==> config.mk <==
export PLATFORM = sky130hd
export DESIGN_NAME = instr_encoder_loader
export DESIGN_NICKNAME = d
export VERILOG_FILES = /design/src/rtl/instr_encoder_loader.sv
export SDC_FILE = /design/constraint.sdc
export NUM_CORES = 1
export LEC_CHECK = 0
export ABC_AREA = 1
export BUFFER_PORTS_ARGS = -buffer_cell sky130_fd_sc_hd__buf_2
export CORE_MARGIN = 8
export CORE_UTILIZATION = 28
export CTS_CLUSTER_SIZE = 28
export DETAILED_ROUTE_END_ITERATION = 10
export GPL_ROUTABILITY_DRIVEN = 0
export GPL_TIMING_DRIVEN = 0
export PLACE_DENSITY = 0.6
export SKIP_LAST_GASP = 1
export SYNTH_ARGS = -nofsm -noshare
export SYNTH_HDL_FRONTEND = slang
export SYNTH_SLANG_ARGS = --single-unit
export TNS_END_PERCENT = 100
==> constraint.sdc <==
create_clock -name clk_i -period 1.8 [get_ports clk_i]
set_clock_uncertainty 0.1 [all_clocks]
set_input_delay 0.45 -clock clk_i [delete_from_list [all_inputs] [get_ports clk_i]]
set_output_delay 0.45 -clock clk_i [all_outputs]
set_load 0.02 [all_outputs]
==> src/rtl/instr_encoder_loader.sv <==
// Instruction encoder / program loader.
// Takes instruction fields over a valid/ready stream, packs each into a
// 32-bit MIPS word and writes it to consecutive instruction-memory words.
// A legal transfer at edge N produces the write during cycle N+1; count_o
// advances when that write completes.
module instr_encoder_loader #(
   parameter int IMEM_AW = 8
) (
   input  logic               clk_i,
   input  logic               rst_i,
   input  logic               start_i,
   input  logic               ins_valid_i,
   output logic               ins_ready_o,
   input  logic [3:0]         ins_class_i,
   input  logic [4:0]         rs_i,
   input  logic [4:0]         rt_i,
   input  logic [4:0]         rd_i,
   input  logic [4:0]         shamt_i,
   input  logic [15:0]        imm_i,
   input  logic               last_i,
   output logic               imem_we_o,
   output logic [IMEM_AW-1:0] imem_addr_o,
   output logic [31:0]        imem_wdata_o,
   output logic               busy_o,
   output logic               done_o,
   output logic               err_o,
   output logic [IMEM_AW:0]   count_o
);

   localparam int CW = IMEM_AW + 1;
   localparam logic [CW-1:0] ONE = {{IMEM_AW{1'b0}}, 1'b1};
   localparam logic [CW-1:0] CAP = {1'b1, {IMEM_AW{1'b0}}};

   typedef enum logic [1:0] {
      S_IDLE = 2'd0,
      S_LOAD = 2'd1,
      S_DONE = 2'd2
   } state_e;

   // Returns {legal, word}; word is meaningless when legal is 0.
   function automatic logic [32:0] encode_f(
      input logic [3:0]  cls,
      input logic [4:0]  rs,
      input logic [4:0]  rt,
      input logic [4:0]  rd,
      input logic [4:0]  sh,
      input logic [15:0] imm
   );
      logic [5:0]  code;
      logic        is_r;
      logic        legal;
      logic [32:0] res;
      code  = 6'd0;
      is_r  = 1'b1;
      legal = 1'b1;
      case (cls)
         4'd0:    code = 6'h20;
         4'd1:    code = 6'h22;
         4'd2:    code = 6'h24;
         4'd3:    code = 6'h25;
         4'd4:    code = 6'h2A;
         4'd5:    code = 6'h00;
         4'd6:    code = 6'h06;
         4'd7:    begin is_r = 1'b0; code = 6'd4;  end
         4'd8:    begin is_r = 1'b0; code = 6'd8;  end
         4'd9:    begin is_r = 1'b0; code = 6'd10; end
         4'd10:   begin is_r = 1'b0; code = 6'd15; end
         4'd11:   begin is_r = 1'b0; code = 6'd13; end
         4'd12:   begin is_r = 1'b0; code = 6'd5;  end
         default: legal = 1'b0;
      endcase
      if (is_r) begin
         // SLL takes its source from rt; only SLL carries a shift amount
         res = {legal, 6'd0, (cls == 4'd5) ? 5'd0 : rs, rt, rd,
                (cls == 4'd5) ? sh : 5'd0, code};
      end else begin
         // LUI has no source register
         res = {legal, code, (cls == 4'd10) ? 5'd0 : rs, rt, imm};
      end
      return res;
   endfunction

   state_e              state_q, state_d;
   logic [CW-1:0]       acc_q, acc_d;      // legal instructions accepted
   logic [CW-1:0]       cnt_q, cnt_d;      // writes completed
   logic                err_q, err_d;
   logic                we_q, we_d;
   logic [IMEM_AW-1:0]  addr_q, addr_d;
   logic [31:0]         wdata_q, wdata_d;
   logic [32:0]         enc_s;
   logic                ready_s;
   logic                xfer_s;

   assign enc_s   = encode_f(ins_class_i, rs_i, rt_i, rd_i, shamt_i, imm_i);
   assign ready_s = (state_q == S_LOAD) && (acc_q < CAP);
   assign xfer_s  = ins_valid_i && ready_s;

   // Next-state, write generation and bookkeeping.
   always_comb begin
      state_d = state_q;
      acc_d   = acc_q;
      cnt_d   = cnt_q;
      err_d   = err_q;
      we_d    = 1'b0;
      addr_d  = addr_q;
      wdata_d = wdata_q;
      if (we_q) begin
         cnt_d = cnt_q + ONE;
      end else begin
         cnt_d = cnt_q;
      end
      case (state_q)
         S_IDLE: begin
            if (start_i) begin
               state_d = S_LOAD;
               acc_d   = {CW{1'b0}};
               cnt_d   = {CW{1'b0}};
               err_d   = 1'b0;
            end else begin
               state_d = S_IDLE;
            end
         end
         S_LOAD: begin
            if (start_i) begin
               // restart drops any transfer offered this cycle
               acc_d = {CW{1'b0}};
               cnt_d = {CW{1'b0}};
               err_d = 1'b0;
            end else if (xfer_s) begin
               if (enc_s[32]) begin
                  we_d    = 1'b1;
                  addr_d  = acc_q[IMEM_AW-1:0];
                  wdata_d = enc_s[31:0];
                  acc_d   = acc_q + ONE;
                  if (last_i) begin
                     state_d = S_DONE;
                  end else if (acc_q == (CAP - ONE)) begin
                     // memory full but program not terminated
                     state_d = S_DONE;
                     err_d   = 1'b1;
                  end else begin
                     state_d = S_LOAD;
                  end
               end else begin
                  err_d = 1'b1;
                  if (last_i) begin
                     state_d = S_DONE;
                  end else begin
                     state_d = S_LOAD;
                  end
               end
            end else begin
               state_d = S_LOAD;
            end
         end
         S_DONE: begin
            if (start_i) begin
               state_d = S_LOAD;
               acc_d   = {CW{1'b0}};
               cnt_d   = {CW{1'b0}};
               err_d   = 1'b0;
            end else begin
               state_d = S_DONE;
            end
         end
         default: begin
            state_d = S_IDLE;
         end
      endcase
   end

   // State and output registers.
   always_ff @(posedge clk_i or negedge rst_i) begin
      if (!rst_i) begin
         state_q <= S_IDLE;
         acc_q   <= {CW{1'b0}};
         cnt_q   <= {CW{1'b0}};
         err_q   <= 1'b0;
         we_q    <= 1'b0;
         addr_q  <= {IMEM_AW{1'b0}};
         wdata_q <= 32'd0;
      end else begin
         state_q <= state_d;
         acc_q   <= acc_d;
         cnt_q   <= cnt_d;
         err_q   <= err_d;
         we_q    <= we_d;
         addr_q  <= addr_d;
         wdata_q <= wdata_d;
      end
   end

   assign ins_ready_o  = ready_s;
   assign imem_we_o    = we_q;
   assign imem_addr_o  = addr_q;
   assign imem_wdata_o = wdata_q;
   assign busy_o       = (state_q == S_LOAD);
   assign done_o       = (state_q == S_DONE);
   assign err_o        = err_q;
   assign count_o      = cnt_q;

endmodule
==> metrics.md, run 1 <==
| Metric | Value |
|---|---|
| Worst r2r path cells | 8 |
| Via Count | 2914 |
| Final Max Slew Viols | 0 |
| Register area | approximately 1500 sq um |
| Max-cap viol count | 0 |
| Clock share of power | 24.1% |
| Worst Path Max Fanout | 5 |
| Switching Share | 39.58% |
| Pint | ~3.1 mW |
| FF+latch count, synth | around 60 |
| EDFF count, synth | 0 |
| Initial antenna violation count | 0 |
| Met2 GRT Util | 20.18% |
| Post-synth top flop | dfrtp_1 |
| Clk buf depth | 2 |
| Clock slew at reported path FFs | about 70 ps |
| Synthesized instance count | 410 |
| Hold Slack | roughly 94 ps |
| P_leak | around 2.2 nW |
| Grt met1 use | approximately 15% |
| Die Wd | between 100 and 150 microns |
| Initial core utilization | between 20% and 30% |
| Flop pwr share | around two fifths |
| CTS buffer count | 9 |
| Pwr Density | 1293 nW/um^2 |
| Status | finished, final reports clean |
| Hold Fails Final Rpt | 0 |
| Post-Syn Nets | approximately 460 |
| CP Class | flip-flop to output port |
| Final min period | between 1500 and 2000 ps |
| Seq/Total Area, Yosys | 49.80% |
| Critical Path RT | about 1300 ps |
| CP Launch Type | flip-flop |
| F_max | around 580 MHz |
| Comb power frac | between 30 and 40% |
| # DRC | 0 |
| Worst-Margin Slew | 789.3 ps |
| Fin Setup TNS | 0 ps |
| Max IR drop VDD | between 0.5 and 0.6 mV |
| Final Util | a little under two fifths |
| R2r startpoint | acc_q[3] |
| Psw | slightly above 2 mW |
| Multi-input gate area | 1334 sq um |
| Synth unique cells | 27 |
| Clk root buf | clkbuf_8 |
| Met3 usage | under 10% |
| Hold bufs inserted after CTS | 0 |
| DRT iter0 DRCs | 164 |
| Global route overflow | 0 |
| Reg2reg end | state_q[0] |
| Largest net degree at the start of global routing | 62 |
| Setup Viol. Count Final | 0 |
| Vias/cell | about 4.4 |
| Die area | about 15000 sq um |
| Drt pass-1 iters | 4 |
| Clk sinks | 61 |
| Core area | between 10000 and 15000 sq um |
| Global-route wire length before repair | between 10000 and 15000 microns |
| HPWL Detailed | between 6000 and 7000 microns |
| # IOs | 99 |
| Register-to-Register Setup Slack | around 130 ps |
| GRT Overall Usage | 12.36% |
| CTS tree | built |
| Final period util | approximately 95% |
| Per-instance average area after synthesis | between 7 and 8 sq um |
| Htree depth | 3 |
| Number of global-route vias before repair | between 2k and 3k |
| Antenna Cells | 0 |
| YS warnings | 0 |
| Port bufs | between 90 and 100 |
| Slew headroom | between 40% and 50% |
| Share of cells above drive strength 1 | between 20% and 30% |
| Wire per inst | around 13 microns |
| Hold Path Class | input port to asynchronous set/reset pin |
| CP endpoint kind | output port |
| Clock Latency Late Sink | 330 ps |
| Async SR Flop Fraction | 100.0% |
| Area growth, synth to finish | 28.90% |
| Die height | ~120 microns |
| RSZ-0062 raised after global routing | no |
| Critical path arrival | 1170 ps |
| Routed wire length | 8894 microns |
| Synth Cell Area | 3065 sq um |
| FILL cells | between 1k and 1.5k |
| Fin nets | about 570 |
| GRT busiest layer | met2 |
| # rows | 38 |
| Antenna-violating nets left | 0 |
-- worst max-delay path by stage --
| stage | start | endpoint | slack [ps] | cells past startpoint |
|---|---|---|---|---|
| after floorplan | acc_q[0] | state_q[0] | 240 | 9 |
| after global placement | rst_i | imem_wdata_o[16] | -50 | 1 |
| after detailed placement | ins_class_i[0] | imem_wdata_o[15] | -100 | 9 |
| after CTS | acc_q[1] | state_q[0] | 40 | 9 |
| after global routing | state_q[1] | ins_ready_o | 10 | 4 |
| final | state_q[0] | ins_ready_o | 80 | 3 |
-- logic make-up after synthesis --
| logic type | count (synthesis) | synth area share [%] |
|---|---|---|
| buffers and inverters | 43 | 6.979 |
| other | 1 | 0.1223 |
| AO/OA/AOI/OAI | 27 | 4.490 |
| adder cells (fa/ha/maj) | 3 | 1.225 |
| XOR/XNOR | 4 | 1.143 |
| flip-flops | 61 | 49.80 |
| AND/OR/NAND/NOR | 271 | 36.24 |
-- layer usage --
layer	share of wire (%)	wire (microns)	vias to the layer above
met5	0	0	-
met4	1.2	104	0
met3	7.0	622	11
met2	46	4115	76
met1	46	4051	1338
li1	-	-	1489
-- flip-flops by register name, summed over array words and instances (netlist names) --
signal and flops:
imem_we_o 1, state_q 2, imem_addr_o 8, err_o 1
acc_q 9, imem_wdata_o 31, count_o 9
-- through the flow --
step / cell area, sq um / setup slack [ps] / instances / power [mW]
after floorplan: 3065 / 239.1 / 410 / 3.156
after global placement: 3721 / -54.06 / 646 / 3.866
after detailed placement: 3724 / -96.22 / 646 / 3.919
after CTS: 3933 / 36.58 / 662 / 5.196
after global routing: 3951 / 13.35 / 663 / 5.494
final: 3951 / 81.41 / 663 / 5.108
-- synth_stat cells, types with 4 or more instances --
cell / instances / share of area [%]
nand3_1: 18 / 2.9
nor2_1: 42 / 5.1
a21oi_1: 4 / 0.65
o21ai_1: 16 / 2.6
dfrtp_1: 61 / 50
inv_1: 27 / 3.3
buf_6: 5 / 1.8
inv_2: 4 / 0.49
nand4_1: 4 / 0.82
nor2_2: 4 / 0.82
o21ai_0: 6 / 0.98
nand2_1: 189 / 23
-- repair_timing --
action                     in CTS  in global routing
setup endpoints to repair       1                  6
gates resized for setup         1                  3
gates cloned                    0                  0
setup buffers                   1                  1
-- power groups by stage --
stage          Clock, mW  Combinational [mW]  Sequential (mW)
6_report            1.23                1.90             1.98
5_1_grt             1.34                2.11             2.04
3_3_place_gp           0                1.88             1.99
2_1_floorplan          0               0.694             2.46
4_1_cts             1.28                1.93             1.99
3_5_place_dp           0                1.91             2.01
-- final cells by class --
class	instances	area share, %
well taps	140	4.433
inverters	32	3.040
multi-input cells	306	33.76
clock buffers	11	3.832
flip-flops and latches	61	38.63
repair buffers	98	12.67
plain buffers	11	2.438
clock inverters	4	1.203
-- worst max-delay path, stage by stage (launching register included) --
cell	delay, ps
dfrtp_1	430
nand2_2	110
nor2_1	130
buf_4	160
-- placed cells by master, fill, tap and decap left out --
cell / Yosys / final
inv_2: 4 / 4
ha_1: 3 / 2
xnor2_1: 1 / 1
nand3_1: 18 / 18
ha_2: 0 / 1
nor4_2: 0 / 1
xor2_1: 3 / 3
nor3_2: 2 / 2
o21ai_0: 6 / 6
buf_6: 5 / 5
nand2_2: 3 / 3
clkinv_2: 0 / 2
clkbuf_8: 0 / 11
nor4_1: 2 / 1
o21bai_1: 1 / 1
clkbuf_4: 0 / 1
a21oi_1: 4 / 4
bufinv_16: 0 / 1
nor2_2: 4 / 4
nor3_1: 2 / 2
nand2_1: 189 / 189
clkinv_1: 1 / 1
inv_1: 27 / 27
dfrtp_1: 61 / 61
nand3_2: 2 / 2
nor2_1: 42 / 42
buf_2: 3 / 96
nand4_1: 4 / 4
o21ai_1: 16 / 16
nand3b_1: 1 / 1
conb_1: 1 / 1
clkinvlp_4: 0 / 1
buf_4: 3 / 7
nor3b_1: 2 / 2
Power figures use the tool's default switching activity.
==> run 2: changes to the inputs <==
- ABC_AREA: 1 -> not set
- CELL_PAD_IN_SITES_DETAIL_PLACEMENT: not set -> 1
- CELL_PAD_IN_SITES_GLOBAL_PLACEMENT: not set -> 2
- CTS_BUF_LIST: not set -> sky130_fd_sc_hd__clkbuf_8
- PLACE_DENSITY: 0.6 -> 0.86
==> run 2 against run 1 <==
Against the previous run:
- design area is 0.38% lower
- utilization fell by 0.14 points
- final cell count is 14% lower
- critical path depth unchanged
- combinational power is 47% lower
- register-to-register slack about the same
- largest power group unchanged
==> metrics.md, run 2 <==
| Metric | Value |
|---|---|
| Status | finished, final reports clean (unchanged) |
| Share of cells above drive strength 1 | 36.53% (was 26.96%) |
| Pwr Density | 1009 nW/um^2 (was 1293 nW/um^2) |
| Psw | 1.362 mW (was 2.022 mW) |
| Clock share of power | 31.8% (was 24.1%) |
| Comb power frac | 25.5% (was 37.1%) |
| Largest register FFs | 31 (unchanged) |
| Synth Cell Area | 3057 sq um (was 3065 sq um) |
| Crit path largest cell delay | 450 ps (was 430 ps) |
| FILL cells | 1307 (was 1173) |
| EDFF count, synth | 0 (unchanged) |
| CP bufs+invs | 1 (unchanged) |
| CTS tree | built (unchanged) |
| Final period util | 96.82% (was 95.48%) |
| Slowest CP cell | dfrtp_2 (was dfrtp_1) |
| Fin nets | 470 (was 567) |
| Worst r2r path cells | 6 (was 8) |
| Number of global-route vias before repair | 2987 (was 2971) |
| Largest net degree at the start of global routing | 62 (unchanged) |
| Clk sinks | 61 (unchanged) |
| Antenna-violating nets left | 0 (unchanged) |
| YS warnings | 0 (unchanged) |
| Reg2reg end | imem_wdata_o[14] (was state_q[0]) |
| Vias/cell | 4.735 (was 4.395) |
| Final Util | 36.63% (was 36.77%) |
| Die height | 120.5 microns (was 120.6 microns) |
| Most frequent cells in the layout | buf_2, nand2_1, dfrtp_1, nor2_1, a21oi_1 (was nand2_1, buf_2, dfrtp_1, nor2_1, inv_1) |
| FF+latch count, synth | 61 (unchanged) |
| Cell with the most instances after synthesis | nand2_1 (unchanged) |
| Hold bufs inserted after CTS | 0 (unchanged) |
| Fin cells | 567 (was 663) |
| HPWL Detailed | 7019 microns (was 6769 microns) |
| Async SR Flop Fraction | 100.0% (unchanged) |
| CP Cell Sequence | nand2b_4 -> nor2_1 -> buf_2 (was nand2_2 -> nor2_1 -> buf_4) |
| Final Max Slew Viols | 0 (unchanged) |
| Htree depth | 3 (unchanged) |
| Synth unique cells | 53 (was 27) |
| Clk root buf | clkbuf_8 (unchanged) |
| Initial core utilization | 28.45% (was 28.53%) |
| Dominant cell type by area after synthesis | dfrtp_1 (unchanged) |
| Area growth, synth to finish | 28.78% (was 28.90%) |
| Hold Path Class | input port to asynchronous set/reset pin (unchanged) |
| Setup Viol. Count Final | 0 (unchanged) |
| Core area | 10750 sq um (unchanged) |
| Register area | 1530 sq um (was 1526 sq um) |
| Die area | 14520 sq um (was 14550 sq um) |
| Yosys top cell area share | 49.94% (was 49.80%) |
| P_leak | 1.942 nW (was 2.232 nW) |
| Post-Syn Nets | 362 (was 458) |
| Critical path arrival | 1190 ps (was 1170 ps) |
| Post-cts sizing count | 1 (unchanged) |
| Power, Total | 3.971 mW (was 5.108 mW) |
| Hold Fails Final Rpt | 0 (unchanged) |
| Worst-Margin Slew | 808.5 ps (was 789.3 ps) |
| Worst Path Max Fanout | 6 (was 5) |
| Register-to-Register Setup Slack | 140 ps (was 130 ps) |
| Top delay family on crit path | flip-flops (unchanged) |
| GRT Overall Usage | 13.28% (was 12.36%) |
| Wire per inst | 16.55 microns (was 13.41 microns) |
| Clock Latency Late Sink | 340 ps (was 330 ps) |
| List of most frequent post-synthesis cells | nand2_1, dfrtp_1, nor2_1 (unchanged) |
| Post-synth top flop | dfrtp_1 (unchanged) |
| Antenna Cells | 0 (unchanged) |
| Synth area leaders | dfrtp_1, nand2_1, nor2_1, a21oi_1, a22o_1 (was dfrtp_1, nand2_1, nor2_1, inv_1, nand3_1) |
| Max-cap viol count | 0 (unchanged) |
| # DRC | 0 (unchanged) |
| Clock slew at reported path FFs | 80 ps (was 70 ps) |
| Multi-input gate area | 1388 sq um (was 1334 sq um) |
| Global route overflow | 0 (unchanged) |
| CP endpoint kind | output port (unchanged) |
| Post-CTS Setup Bufs | 0 (was 1) |
| Initial antenna violation count | 0 (unchanged) |
| Per-instance average area after synthesis | 9.735 sq um (was 7.477 sq um) |
| Max IR drop VDD | 0.5623 mV (was 0.5559 mV) |
| R2r startpoint | state_q[1] (was acc_q[3]) |
| Final min period | 1743 ps (was 1719 ps) |
| Fin area | 3936 sq um (was 3951 sq um) |
| Clk buf depth | 2 (unchanged) |
| CP Launch Type | flip-flop (unchanged) |
| # rows | 38 (unchanged) |
| DP Cell Count | 551 (was 646) |
| Synthesized instance count | 314 (was 410) |
| Port bufs | 97 (was 96) |
| Via Count | 2685 (was 2914) |
| CTS buffer count | 9 (unchanged) |
| CP Class | flip-flop to output port (unchanged) |
| # IOs | 99 (unchanged) |
| RSZ-0062 raised after global routing | no (unchanged) |
| Flop pwr share | 42.6% (was 38.8%) |
| F_max | 573.8 MHz (was 581.9 MHz) |
| Routed wire length | 9383 microns (was 8894 microns) |
| Seq/Total Area, Yosys | 49.94% (was 49.80%) |
| Critical Path RT | 1250 ps (about the same) |
| Switching Share | 34.29% (was 39.58%) |
| Global-route wire length before repair | 15540 microns (was 14470 microns) |
| Slew headroom | 46.10% (was 47.38%) |
| Die Wd | 120.5 microns (was 120.6 microns) |
| Commonest non-fill, non-tap cell in the layout | buf_2 (was nand2_1) |
| Drt pass-1 iters | 4 (unchanged) |
| Dpl cell area | 3720 sq um (was 3724 sq um) |
| DRT iter0 DRCs | 103 (was 164) |
| Pint | 2.609 mW (was 3.086 mW) |
[run 2: changes by cell type after synthesis, sizes merged, moves of 5 or more]
cell and change:
a21oi +16, a22o +8, a32oi +5, buf +5, inv -22, mux2 +5
nand2 -122, nand3 -10, nor2 -20, xnor2 +5
[run 2: area by class of cell]
| type | instances | area share, % |
|---|---|---|
| inverter | 10 | 0.9854 |
| tap | 140 | 4.450 |
| clock inverter | 6 | 1.621 |
| multi-input combinational | 226 | 35.25 |
| timing repair buffer | 97 | 12.40 |
| buffer | 17 | 2.924 |
| sequential | 61 | 38.87 |
| clock buffer | 10 | 3.496 |
[run 2: power by group through the flow]
stage / combinational (mW) / clock [mW] / sequential (mW)
after floorplan: 0.383 / 0 / 1.94
after global placement: 1.02 / 0 / 1.70
after detailed placement: 1.04 / 0 / 1.71
after CTS: 1.04 / 1.31 / 1.69
after global routing: 1.12 / 1.36 / 1.72
final: 1.01 / 1.26 / 1.69
[run 2: worst register-to-register path, delay by kind of cell, from the launching register on]
| kind | cells | cell delay [ps] |
|---|---|---|
| compound gates | 1 | 100 |
| buf+inv | 2 | 340 |
| flops | 1 | 450 |
| simple gates | 3 | 620 |
[run 2: logic make-up (layout without fill, tap and decap cells)]
group | Yosys count | after routing | share of synthesized area, %
flops | 61 | 61 | 49.94
compound gates | 70 | 70 | 16.54
fa+ha+maj | 3 | 3 | 1.228
buf+inv | 27 | 140 | 4.993
other cells | 1 | 1 | 0.1227
mux | 6 | 6 | 2.169
xor+xnor | 11 | 11 | 3.152
simple gates | 135 | 135 | 21.86
[run 2: metrics by stage]
step	setup WS, ps	TNS (ps)	hold slack [ps]
2_1_floorplan	231.0	0	54.41
3_3_place_gp	-70.73	-4472	348.9
3_5_place_dp	-57.69	-516.6	357.9
4_1_cts	-4.720	-4.720	123.9
5_1_grt	7.274	0	159.2
6_report	57.26	0	83.70
[run 2: worst max-delay path by stage]
stage	start	end	cells after the start
after detailed placement	ins_class_i[0]	imem_addr_o[6]	6
final	state_q[1]	ins_ready_o	3
after CTS	state_q[0]	done_o	2
after global routing	state_q[1]	ins_ready_o	3
after floorplan	ins_class_i[1]	imem_wdata_o[10]	5
after global placement	rst_i	imem_wdata_o[11]	1
[run 2: per-layer routing]
| metal | track usage (%) | part of all wire (%) | routed length [microns] |
|---|---|---|---|
| met2 | 22.54 | 49 | 4568 |
| met1 | 16.07 | 45 | 4184 |
| met5 | 0 | 0 | 0 |
| met3 | 4.522 | 5.7 | 539 |
| met4 | 2.498 | 0.97 | 91 |
==> run 3: changes to the inputs <==
- CORE_MARGIN: 8 -> 2
==> run 3 against run 2 <==
Against the previous run:
- maximum frequency fell by 1.4%
- worst setup slack got worse by 24 ps
- clock-buffer cell count rose by 1
- wire length fell by 7.8%
- critical path type unchanged
- highest routed layer unchanged
==> metrics.md, run 3 (synthesis gave the netlist of run 2 again) <==
| Metric | Value |
|---|---|
| Status | finished, final reports clean (unchanged) |
| Via Count | 2700 (was 2685) |
| Hold Fails Final Rpt | 0 (unchanged) |
| Final min period | 1767 ps (was 1743 ps) |
| Final Max Slew Viols | 0 (unchanged) |
| # DRC | 0 (unchanged) |
| Worst-Margin Slew | 795.5 ps (was 808.5 ps) |
| Wire per inst | 15.25 microns (was 16.55 microns) |
| Fin cells | 567 (unchanged) |
| Antenna-violating nets left | 0 (unchanged) |
| Drt pass-1 iters | 4 (unchanged) |
| Slew headroom | 46.97% (was 46.10%) |
| Max IR drop VDD | 0.4449 mV (was 0.5623 mV) |
| Antenna Cells | 0 (unchanged) |
| Largest net degree at the start of global routing | 62 (unchanged) |
| Global route overflow | 0 (unchanged) |
| F_max | 566.0 MHz (was 573.8 MHz) |
| Met1 WL | 3727 microns (was 4184 microns) |
| Core area | 10750 sq um (unchanged) |
| Initial antenna violation count | 0 (unchanged) |
| Initial core utilization | 28.45% (unchanged) |
| CP Launch Type | flip-flop (unchanged) |
| Area growth, synth to finish | 27.59% (was 28.78%) |
| Hold Path Class | input port to asynchronous set/reset pin (unchanged) |
| Metal2 WL | 4260 microns (was 4568 microns) |
| Final Util | 36.29% (was 36.63%) |
| Clk root buf | clkbuf_8 (unchanged) |
| Post-CTS Setup Bufs | 0 (unchanged) |
| DRT iter0 DRCs | 69 (was 103) |
| HPWL Detailed | 6487 microns (was 7019 microns) |
| Worst Setup SP | state_q[1] (unchanged) |
| Port bufs | 97 (unchanged) |
| Critical Path RT | 1250 ps (about the same) |
| Largest register FFs | 31 (unchanged) |
| Die height | 108.5 microns (was 120.5 microns) |
| CP endpoint kind | output port (unchanged) |
| Max-cap viol count | 0 (unchanged) |
| Fin area | 3900 sq um (was 3936 sq um) |
| CP Class | flip-flop to output port (unchanged) |
| RSZ-0062 raised after global routing | yes (was no) |
| # IOs | 99 (unchanged) |
| R2r startpoint | state_q[1] (unchanged) |
| Dpl cell area | 3720 sq um (unchanged) |
| Vias/cell | 4.762 (was 4.735) |
| CTS buffer count | 9 (unchanged) |
| CTS tree | built (unchanged) |
| DP Cell Count | 551 (unchanged) |
| Hold Slack | 74.44 ps (was 83.70 ps) |
| Share of cells above drive strength 1 | 35.13% (was 36.53%) |
| Clock Latency Late Sink | 340 ps (about the same) |
| GRT Overall Usage | 15.43% (was 13.28%) |
| Setup Viol. Count Final | 0 (unchanged) |
| Htree depth | 3 (unchanged) |
| Fin nets | 470 (unchanged) |
| Worst Path Max Fanout | 6 (unchanged) |
| Clk sinks | 61 (unchanged) |
| Final period util | 98.15% (was 96.82%) |
| Highest routed layer | met4 (unchanged) |
| Most frequent cells in the layout | buf_2, nand2_1, dfrtp_1, nor2_1, a21oi_1 (unchanged) |
| Commonest non-fill, non-tap cell in the layout | buf_2 (unchanged) |
| Die Wd | 108.5 microns (was 120.5 microns) |
| P_leak | 1.935 nW (was 1.942 nW) |
| Global-route wire length before repair | 13960 microns (was 15540 microns) |
| # rows | 38 (unchanged) |
| Critical path arrival | 1220 ps (was 1190 ps) |
| Number of global-route vias before repair | 2754 (was 2987) |
| Hold bufs inserted after CTS | 0 (unchanged) |
| WL met3 | 601 microns (was 539 microns) |
| Pwr Density | 974.2 nW/um^2 (was 1009 nW/um^2) |
| Fin Setup TNS | 0 ps (unchanged) |
| Clock slew at reported path FFs | 70 ps (was 80 ps) |
| Clk buf depth | 2 (unchanged) |
| Die area | 11770 sq um (was 14520 sq um) |
| Routed wire length | 8647 microns (was 9383 microns) |
## run 3: cell type report
class                      instances  area, sq um
sequential                        61         1526
tap                              140        175.2
inverter                          10        38.79
fill                            1304         6845
clock inverter                     5        26.28
clock buffer                      11        151.4
buffer                            17        113.9
multi-input combinational        226         1378
timing repair buffer              97        490.5
## run 3: what timing repair did
action,in CTS,in global routing
setup endpoints to repair,1,2
resized for setup,1,0
cloned,0,0
## run 3: per-stage QoR
step	power (mW)	setup slack, ps
2_1_floorplan	2.323	231.0
3_3_place_gp	2.712	-61.82
3_5_place_dp	2.740	-52.84
4_1_cts	3.878	0.07017
5_1_grt	4.037	-36.63
6_report	3.799	33.27
## run 3: per-layer routing
layer / global-route usage [%] / vias up
li1: - / 1301
met1: 19.38 / 1312
met2: 26.12 / 79
met3: 5.184 / 8
met4: 2.656 / 0
met5: 0 / -
## run 3: worst paths after layout
path / cells after the start / slack, ps / endpoint
setup / recovery: 3 / 30 / ins_ready_o
hold / removal: 1 / 70 / count_o[8]
setup reg to reg: 5 / 130 / imem_wdata_o[19]
hold reg to reg: 2 / 370 / imem_wdata_o[4]
max in group asynchronous: 1 / 980 / imem_wdata_o[29]
min in group clk_i: 3 / 200 / imem_wdata_o[17]
## run 3: report_power, final
part           switching [mW]  total (mW)  internal [mW]
combinational           0.644        1.01          0.364
sequential              0.121        1.69           1.57
clock                   0.540        1.10          0.562
## run 3: worst max-delay path, stage by stage, from the launching register on
cell and delay (ps):
dfrtp_1 420, nand2b_1 200, nor2_1 120, buf_4 150
